File: src/rtl/seq_det_pkg.sv
//------------------------------------------------------------------------------
// Module      : seq_det_pkg
// Description : Shared types and constants for the serial pattern detector.
// Revision    : 1.0 - initial release
//------------------------------------------------------------------------------
`default_nettype none

package seq_det_pkg;

    typedef enum logic [1:0] {
        IDLE = 2'd0,
        FILL = 2'd1,
        RUN  = 2'd2,
        DONE = 2'd3
    } state_t;

    localparam logic [1:0] ST_NONE    = 2'b00;
    localparam logic [1:0] ST_TARGET  = 2'b01;
    localparam logic [1:0] ST_TIMEOUT = 2'b10;
    localparam logic [1:0] ST_ABORT   = 2'b11;

    localparam int DEF_PAT_W = 8;
    localparam int DEF_CNT_W = 8;
    localparam int DEF_TMO_W = 16;

endpackage

`default_nettype wire

File: src/rtl/seq_det_ctrl_if.sv
//------------------------------------------------------------------------------
// Module      : seq_det_ctrl_if
// Description : Config, serial data and status bundle of the detector controller.
// Revision    : 1.0 - initial release
//------------------------------------------------------------------------------
`default_nettype none

interface seq_det_ctrl_if
    import seq_det_pkg::*;
#(
    parameter int PAT_W = DEF_PAT_W,
    parameter int CNT_W = DEF_CNT_W,
    parameter int TMO_W = DEF_TMO_W
);

    logic             cfg_valid;
    logic             cfg_ready;
    logic [PAT_W-1:0] cfg_pattern;
    logic [PAT_W-1:0] cfg_mask;
    logic [CNT_W-1:0] cfg_target;
    logic [TMO_W-1:0] cfg_timeout;
    logic             cfg_overlap;
    logic             abort;
    logic             din_valid;
    logic             din;
    logic             match;
    logic [CNT_W-1:0] match_cnt;
    logic             busy;
    logic             done;
    logic [1:0]       done_status;

    modport master (
        output cfg_valid, cfg_pattern, cfg_mask, cfg_target, cfg_timeout,
               cfg_overlap, abort, din_valid, din,
        input  cfg_ready, match, match_cnt, busy, done, done_status
    );

    modport slave (
        input  cfg_valid, cfg_pattern, cfg_mask, cfg_target, cfg_timeout,
               cfg_overlap, abort, din_valid, din,
        output cfg_ready, match, match_cnt, busy, done, done_status
    );

endinterface

`default_nettype wire

File: src/rtl/seq_det_core.sv
//------------------------------------------------------------------------------
// Module      : seq_det_core
// Description : Serial history shift register, fill counter and masked compare.
// Revision    : 1.0 - initial release
//------------------------------------------------------------------------------
`default_nettype none

module seq_det_core
    import seq_det_pkg::*;
#(
    parameter int PAT_W = DEF_PAT_W
) (
    input  logic             clk,
    input  logic             rst,
    input  logic             din_valid,
    input  logic             din,
    input  logic [PAT_W-1:0] pattern,
    input  logic [PAT_W-1:0] mask,
    input  logic             clear,
    output logic             hit,
    output logic             full_next
);

    localparam int FILL_W = $clog2(PAT_W + 1);

    // Only the newest PAT_W-1 bits need storing; the incoming bit completes the window.
    logic [PAT_W-2:0]  hist_q;
    logic [PAT_W-2:0]  hist_d;
    logic [PAT_W-1:0]  hist_shift;
    logic [FILL_W-1:0] fill_q;
    logic [FILL_W-1:0] fill_d;
    logic [FILL_W-1:0] fill_shift;

    always_comb begin
        hist_shift = {hist_q, din};
        fill_shift = (fill_q == FILL_W'(PAT_W)) ? fill_q : fill_q + FILL_W'(1);
        hit        = din_valid && (fill_shift == FILL_W'(PAT_W))
                     && (((hist_shift ^ pattern) & mask) == '0);

        hist_d = hist_q;
        fill_d = fill_q;
        if (clear) begin
            hist_d = '0;
            fill_d = '0;
        end else if (din_valid) begin
            hist_d = hist_shift[PAT_W-2:0];
            fill_d = fill_shift;
        end
        full_next = (fill_d == FILL_W'(PAT_W));
    end

    always_ff @(posedge clk or posedge rst) begin
        if (rst) begin
            hist_q <= '0;
            fill_q <= '0;
        end else begin
            hist_q <= hist_d;
            fill_q <= fill_d;
        end
    end

endmodule

`default_nettype wire

File: src/rtl/seq_det_ctrl.sv
//------------------------------------------------------------------------------
// Module      : seq_det_ctrl
// Description : Run controller: config handshake, match counting, run end status.
// Revision    : 1.0 - initial release
//------------------------------------------------------------------------------
`default_nettype none

module seq_det_ctrl
    import seq_det_pkg::*;
#(
    parameter int PAT_W = DEF_PAT_W,
    parameter int CNT_W = DEF_CNT_W,
    parameter int TMO_W = DEF_TMO_W
) (
    input  logic          clk,
    input  logic          rst,
    seq_det_ctrl_if.slave bus
);

    state_t           state_q, state_d;
    logic [PAT_W-1:0] pattern_q, pattern_d;
    logic [PAT_W-1:0] mask_q, mask_d;
    logic [CNT_W-1:0] target_q, target_d;
    logic [TMO_W-1:0] timeout_q, timeout_d;
    logic             overlap_q, overlap_d;
    logic [TMO_W-1:0] timer_q, timer_d;
    logic [CNT_W-1:0] cnt_q, cnt_d;
    logic [CNT_W-1:0] cnt_inc;
    logic             match_q, match_d;
    logic [1:0]       status_q, status_d;

    logic             active;
    logic             cfg_ready;
    logic             accept;
    logic             core_valid;
    logic             core_clear;
    logic             hit;
    logic             full_next;

    assign active     = (state_q == FILL) || (state_q == RUN);
    assign cfg_ready  = (state_q == IDLE) || (state_q == DONE);
    assign accept     = bus.cfg_valid && cfg_ready;
    assign core_valid = active && bus.din_valid;
    // Non-overlapping mode restarts the window after every hit; abort discards the hit.
    assign core_clear = accept || (active && hit && !overlap_q && !bus.abort);

    seq_det_core #(
        .PAT_W (PAT_W)
    ) u_core (
        .clk       (clk),
        .rst       (rst),
        .din_valid (core_valid),
        .din       (bus.din),
        .pattern   (pattern_q),
        .mask      (mask_q),
        .clear     (core_clear),
        .hit       (hit),
        .full_next (full_next)
    );

    always_comb begin
        state_d   = state_q;
        pattern_d = pattern_q;
        mask_d    = mask_q;
        target_d  = target_q;
        timeout_d = timeout_q;
        overlap_d = overlap_q;
        timer_d   = timer_q;
        cnt_d     = cnt_q;
        match_d   = 1'b0;
        status_d  = status_q;
        cnt_inc   = (&cnt_q) ? cnt_q : cnt_q + CNT_W'(1);

        case (state_q)
            IDLE, DONE: begin
                if (accept) begin
                    pattern_d = bus.cfg_pattern;
                    mask_d    = bus.cfg_mask;
                    target_d  = bus.cfg_target;
                    timeout_d = bus.cfg_timeout;
                    overlap_d = bus.cfg_overlap;
                    timer_d   = '0;
                    cnt_d     = '0;
                    status_d  = ST_NONE;
                    state_d   = FILL;
                end
            end
            default: begin
                timer_d = timer_q + TMO_W'(1);
                if (bus.abort) begin
                    state_d  = DONE;
                    status_d = ST_ABORT;
                end else begin
                    state_d = full_next ? RUN : FILL;
                    if (hit) begin
                        match_d = 1'b1;
                        cnt_d   = cnt_inc;
                    end
                    // Target outranks timeout when both land on the same edge.
                    if (hit && (target_q != '0) && (cnt_inc == target_q)) begin
                        state_d  = DONE;
                        status_d = ST_TARGET;
                    end else if ((timeout_q != '0) && (timer_q == timeout_q - TMO_W'(1))) begin
                        state_d  = DONE;
                        status_d = ST_TIMEOUT;
                    end
                end
            end
        endcase
    end

    always_ff @(posedge clk or posedge rst) begin
        if (rst) begin
            state_q   <= IDLE;
            pattern_q <= '0;
            mask_q    <= '0;
            target_q  <= '0;
            timeout_q <= '0;
            overlap_q <= 1'b0;
            timer_q   <= '0;
            cnt_q     <= '0;
            match_q   <= 1'b0;
            status_q  <= ST_NONE;
        end else begin
            state_q   <= state_d;
            pattern_q <= pattern_d;
            mask_q    <= mask_d;
            target_q  <= target_d;
            timeout_q <= timeout_d;
            overlap_q <= overlap_d;
            timer_q   <= timer_d;
            cnt_q     <= cnt_d;
            match_q   <= match_d;
            status_q  <= status_d;
        end
    end

    assign bus.cfg_ready   = cfg_ready;
    assign bus.match       = match_q;
    assign bus.match_cnt   = cnt_q;
    assign bus.busy        = active;
    assign bus.done        = (state_q == DONE);
    assign bus.done_status = status_q;

endmodule

`default_nettype wire

File: src/flat_wrapper.sv
// flat-port wrapper written by rule: the top's interface ports become plain ports
module seq_det_ctrl_flat import seq_det_pkg::*;
#(
    parameter int PAT_W = DEF_PAT_W,
    parameter int CNT_W = DEF_CNT_W,
    parameter int TMO_W = DEF_TMO_W
)
  (clk, rst, bus_cfg_valid, bus_cfg_pattern, bus_cfg_mask, bus_cfg_target, bus_cfg_timeout, bus_cfg_overlap, bus_abort, bus_din_valid, bus_din, bus_cfg_ready, bus_match, bus_match_cnt, bus_busy, bus_done, bus_done_status);
  seq_det_ctrl_if #(.PAT_W(PAT_W), .CNT_W(CNT_W), .TMO_W(TMO_W)) bus_i ();
  input  logic clk;
  input  logic rst;
  input wire logic [$bits(bus_i.cfg_valid)-1:0] bus_cfg_valid;
  input wire logic [$bits(bus_i.cfg_pattern)-1:0] bus_cfg_pattern;
  input wire logic [$bits(bus_i.cfg_mask)-1:0] bus_cfg_mask;
  input wire logic [$bits(bus_i.cfg_target)-1:0] bus_cfg_target;
  input wire logic [$bits(bus_i.cfg_timeout)-1:0] bus_cfg_timeout;
  input wire logic [$bits(bus_i.cfg_overlap)-1:0] bus_cfg_overlap;
  input wire logic [$bits(bus_i.abort)-1:0] bus_abort;
  input wire logic [$bits(bus_i.din_valid)-1:0] bus_din_valid;
  input wire logic [$bits(bus_i.din)-1:0] bus_din;
  output wire logic [$bits(bus_i.cfg_ready)-1:0] bus_cfg_ready;
  output wire logic [$bits(bus_i.match)-1:0] bus_match;
  output wire logic [$bits(bus_i.match_cnt)-1:0] bus_match_cnt;
  output wire logic [$bits(bus_i.busy)-1:0] bus_busy;
  output wire logic [$bits(bus_i.done)-1:0] bus_done;
  output wire logic [$bits(bus_i.done_status)-1:0] bus_done_status;
  assign bus_i.cfg_valid = bus_cfg_valid;
  assign bus_i.cfg_pattern = bus_cfg_pattern;
  assign bus_i.cfg_mask = bus_cfg_mask;
  assign bus_i.cfg_target = bus_cfg_target;
  assign bus_i.cfg_timeout = bus_cfg_timeout;
  assign bus_i.cfg_overlap = bus_cfg_overlap;
  assign bus_i.abort = bus_abort;
  assign bus_i.din_valid = bus_din_valid;
  assign bus_i.din = bus_din;
  assign bus_cfg_ready = bus_i.cfg_ready;
  assign bus_match = bus_i.match;
  assign bus_match_cnt = bus_i.match_cnt;
  assign bus_busy = bus_i.busy;
  assign bus_done = bus_i.done;
  assign bus_done_status = bus_i.done_status;
  seq_det_ctrl #(.PAT_W(PAT_W), .CNT_W(CNT_W), .TMO_W(TMO_W)) u_core (.clk(clk), .rst(rst), .bus(bus_i));
endmodule
File: config.mk
export PLATFORM = sky130hd
export DESIGN_NAME = seq_det_ctrl_flat
export DESIGN_NICKNAME = d
export VERILOG_FILES = /design/src/rtl/seq_det_pkg.sv /design/src/rtl/seq_det_ctrl_if.sv /design/src/rtl/seq_det_core.sv /design/src/rtl/seq_det_ctrl.sv /design/src/flat_wrapper.sv
export SDC_FILE = /design/constraint.sdc
export NUM_CORES = 1
export LEC_CHECK = 0
export CELL_PAD_IN_SITES_DETAIL_PLACEMENT = 1
export CELL_PAD_IN_SITES_GLOBAL_PLACEMENT = 1
export CORE_ASPECT_RATIO = 1.2
export CORE_MARGIN = 5
export CORE_UTILIZATION = 38
export DETAILED_ROUTE_END_ITERATION = 10
export PLACE_DENSITY = 0.8
export SYNTH_ARGS = -nofsm -noshare
export SYNTH_HDL_FRONTEND = slang
export SYNTH_SLANG_ARGS = --single-unit
File: constraint.sdc
create_clock -name clk -period 3.2 [get_ports clk]
set_input_delay 0.96 -clock clk [delete_from_list [all_inputs] [get_ports clk]]
set_output_delay 0.96 -clock clk [all_outputs]
set_load 0.01 [all_outputs]
==> run_results.csv <==
group,metric,value,unit
worst_setup_path,critical_path.max_fanout,14,
worst_setup_path,worst_r2r_endpoint,"u_core.bus.match_cnt[7]$_DFFE_PP0P_",
drt,wl_per_cell,16.7,um
sta,fin_crit,2.98,ns
yosys,synth_seq_cells,81,
yosys,yosys.cell_count.top_type,"nand2_1",
layout,drive_gt1_share,6.53,%
yosys,synth-edff-count,0,
flow_run,maxCapViolations,0,
worst_setup_path,arrival,2.02,ns
floorplan,die_area,14200,sq um
worst_setup_path,required,2.24,ns
pwr,p_int,0.00259,W
floorplan,fp.dieH,129,um
hold_path,whs_endpoint,"u_core.mask_q[5]$_DFFE_PP0P_",
outcome,status,"finished, final reports clean",
clock_tree,clk_pin_slew,0.06,ns
hold_path,hp-start,"u_core.mask_q[5]$_DFFE_PP0P_",
yosys,synthCells,530,
worst_setup_path,start_kind,"register",
clock_tree,cts_buffers,9,
pwr,p_seq_share,40.0,%
floorplan,num_rows,43,
yosys,synthTopCellsByArea,"dfrtp_1 (45%), nand2_1 (14%), xnor2_1 (3.7%)",
grt,grt-ovfl-total,0,
sta,period_share,93.0,%
sta,setup_tns,0,ns
floorplan,io_pins,61,
clock_tree,clk_latency,0.35,ns
layout,post-route-util,48.2,%
clock_tree,postCtsSetupBuffers,0,
grt,grt_use_total,19.2,%
layout,instances_no_fill,754,
clock_tree,clkSinkCount,81,
layout,nets,646,
worst_setup_path,critPathKind,"reg -> out",
worst_setup_path,crit_start,"u_core.state_q[0]$_DFFE_PP0P_",
clock_tree,clock_path_buffers,2,
pwr,power_switching,0.00177,W
floorplan,core-area,11600,sq um
pwr,p_sw_share,40.7,%
layout,synthToLayoutAreaGrowth,24.1,%
hold_path,hold_path.class,"reg -> reg",
pwr,leakagePower,2.51,nW
floorplan,fp.dieW,110,um
yosys,yosysWarningCount,0,
worst_setup_path,rr_worst_depth,9,
sta,finalSetupViolCount,0,
drt,drt_iter0_markers,141,
grt,antenna_found_initial,0,
pwr,p_clk_share,21.5,%
yosys,ys.flop_type,"dfrtp_1",
yosys,synth_seq_area_share,44.9,%
layout,antenna_cells,0,
hold_path,hold_path_depth,2,
drt,wirelength,12.6,mm
drt,vias,4081,
yosys,synth_area_leader_cell,"dfrtp_1",
yosys,netlist_area,4520,sq um
pwr,ir_worst_vdd,0.277,mV
drt,drt.antenna.violating_nets,0,
yosys,synthDistinctLibCells,52,
sta,fin_skew,0.0112,ns
clock_tree,ctsResizeCount,0,
drt,viasPerCell,5.41,
sta,slew_headroom,60.3,%
grt,grt_pass1_vias,4401,
drt,drc,0,
sta,finalHoldViolCount,0,
sta,rsz0062_at_grt,"no",
pwr,p_comb_share,38.5,%
clock_tree,cts_tree,"built",
placement,dp_hpwl,9.46,mm
drt,dr.pass1.iters,4,
sta,max_freq,0.336,GHz
worst_setup_path,rrSetupSlack,0.50,ns
layout,fill_cells,1397,
sta,tightest_slew,0.595,ns
worst_setup_path,worstSetupEndpointType,"primary output",
pwr,p_per_area,778,nW/um^2
yosys,synthTopCellsByCount,"nand2_1 (164), dfrtp_1 (81), nor2_1 (26)",
clock_tree,cts_root_buf,"clkbuf_16",
floorplan,start_util,38.9,%
clock_tree,cts_htree_levels,3,
grt,grt_max_degree,34,
placement,place_inst,739,
sta,slew_viol_final,0,
placement,gp_congestion,0.865,
placement,portBuffers,60,
worst_setup_path,rr_startpoint,"u_core.state_q[0]$_DFFE_PP0P_",
clock_tree,postCtsHoldBufs,0,
yosys,synth_top_area_share,44.9,%
yosys,async_flop_share,100,%
yosys,syn_avg_cell_area,8.53,sq um
yosys,synth_nets,583,
grt,grt_pass1_wl,21.5,mm
-- power by group through the flow --
stage	registers [W]	logic, W	clock network, W
floorplan	0.00162	0.00122	0
finish	0.00174	0.00168	0.000937
CTS	0.00175	0.00170	0.000961
global placement	0.00173	0.00160	0
detailed placement	0.00176	0.00169	0
global route	0.00179	0.00189	0.00101
-- layer usage --
metal  up-vias  share of wire, %  global-route usage [%]
met5         -                 0                       0
met4         0               1.8                    6.60
met3        16               3.6                    3.94
met2        71                51                    33.2
met1      2052                43                    23.8
li1       1942                 -                       -
-- area by class of cell --
class	instances	area (sq um)	share of cell area, %
inverters	12	46.3	0.826
well taps	157	196	3.50
flip-flops and latches	81	2030	36.2
clock inverters	5	31.3	0.558
multi-input cells	415	2360	42.1
clock buffers	10	229	4.08
repair buffers	74	718	12.8
-- placed cells by master, fill, tap and decap left out, types with 6 or more instances in the layout --
cell	n
a21oi_1	20
a31oi_1	7
and2_1	7
buf_4	13
clkbuf_16	9
clkdlybuf4s50_1	60
dfrtp_1	81
ha_1	6
inv_1	9
mux2i_1	9
nand2_1	164
nand3_1	25
nand4_1	9
nor2_1	25
nor3_1	14
o21ai_0	21
xnor2_1	19
xor2_1	19
-- registers in the layout, summed over array words and instances, names as in the netlist --
name / count
u_core.state_q: 2
u_core.mask_q: 8
u_core.u_core.fill_q: 4
u_core.target_q: 8
u_core.bus.match: 1
u_core.bus.done_status: 2
u_core.pattern_q: 8
u_core.timeout_q: 16
u_core.bus.match_cnt: 8
u_core.u_core.hist_q: 7
u_core.timer_q: 16
u_core.overlap_q: 1
-- worst max-delay path: stages (launching register included) --
cell	delay [ns]
dfrtp_1	0.38
ha_1	0.60
clkinv_1	0.17
clkdlybuf4s50_1	0.52
-- worst max path at each step --
stage	to	slack, ns	cells past startpoint
floorplan	u_core.bus.done_status[0]$_DFFE_PP0P_	0.16	1
global placement	u_core.bus.match_cnt[7]$_DFFE_PP0P_	0.15	9
detailed placement	u_core.bus.match_cnt[2]$_DFFE_PP0P_	0.05	9
CTS	bus_cfg_ready	0.19	3
global route	bus_cfg_ready	0.13	3
finish	bus_cfg_ready	0.22	3
-- logic make-up after synthesis --
| logic type | count (synthesis) | share of synthesized area [%] |
|---|---|---|
| compound gates | 84 | 12.2 |
| xor+xnor | 38 | 7.36 |
| fa+ha+maj | 6 | 1.66 |
| buf+inv | 34 | 3.13 |
| flops | 81 | 44.9 |
| mux | 9 | 1.99 |
| simple gates | 278 | 28.8 |
-- stage by stage --
step / worst slack, ns / hold slack, ns / instance area [sq um] / power [W]
3_5_place_dp: 0.0524 / 0.474 / 5350 / 0.00345
2_1_floorplan: 0.160 / 0.446 / 4520 / 0.00284
3_3_place_gp: 0.148 / 0.460 / 5350 / 0.00334
4_1_cts: 0.195 / 0.489 / 5610 / 0.00441
6_report: 0.223 / 0.485 / 5610 / 0.00436
5_1_grt: 0.128 / 0.507 / 5610 / 0.00470
(Power assumes the default switching activity.)
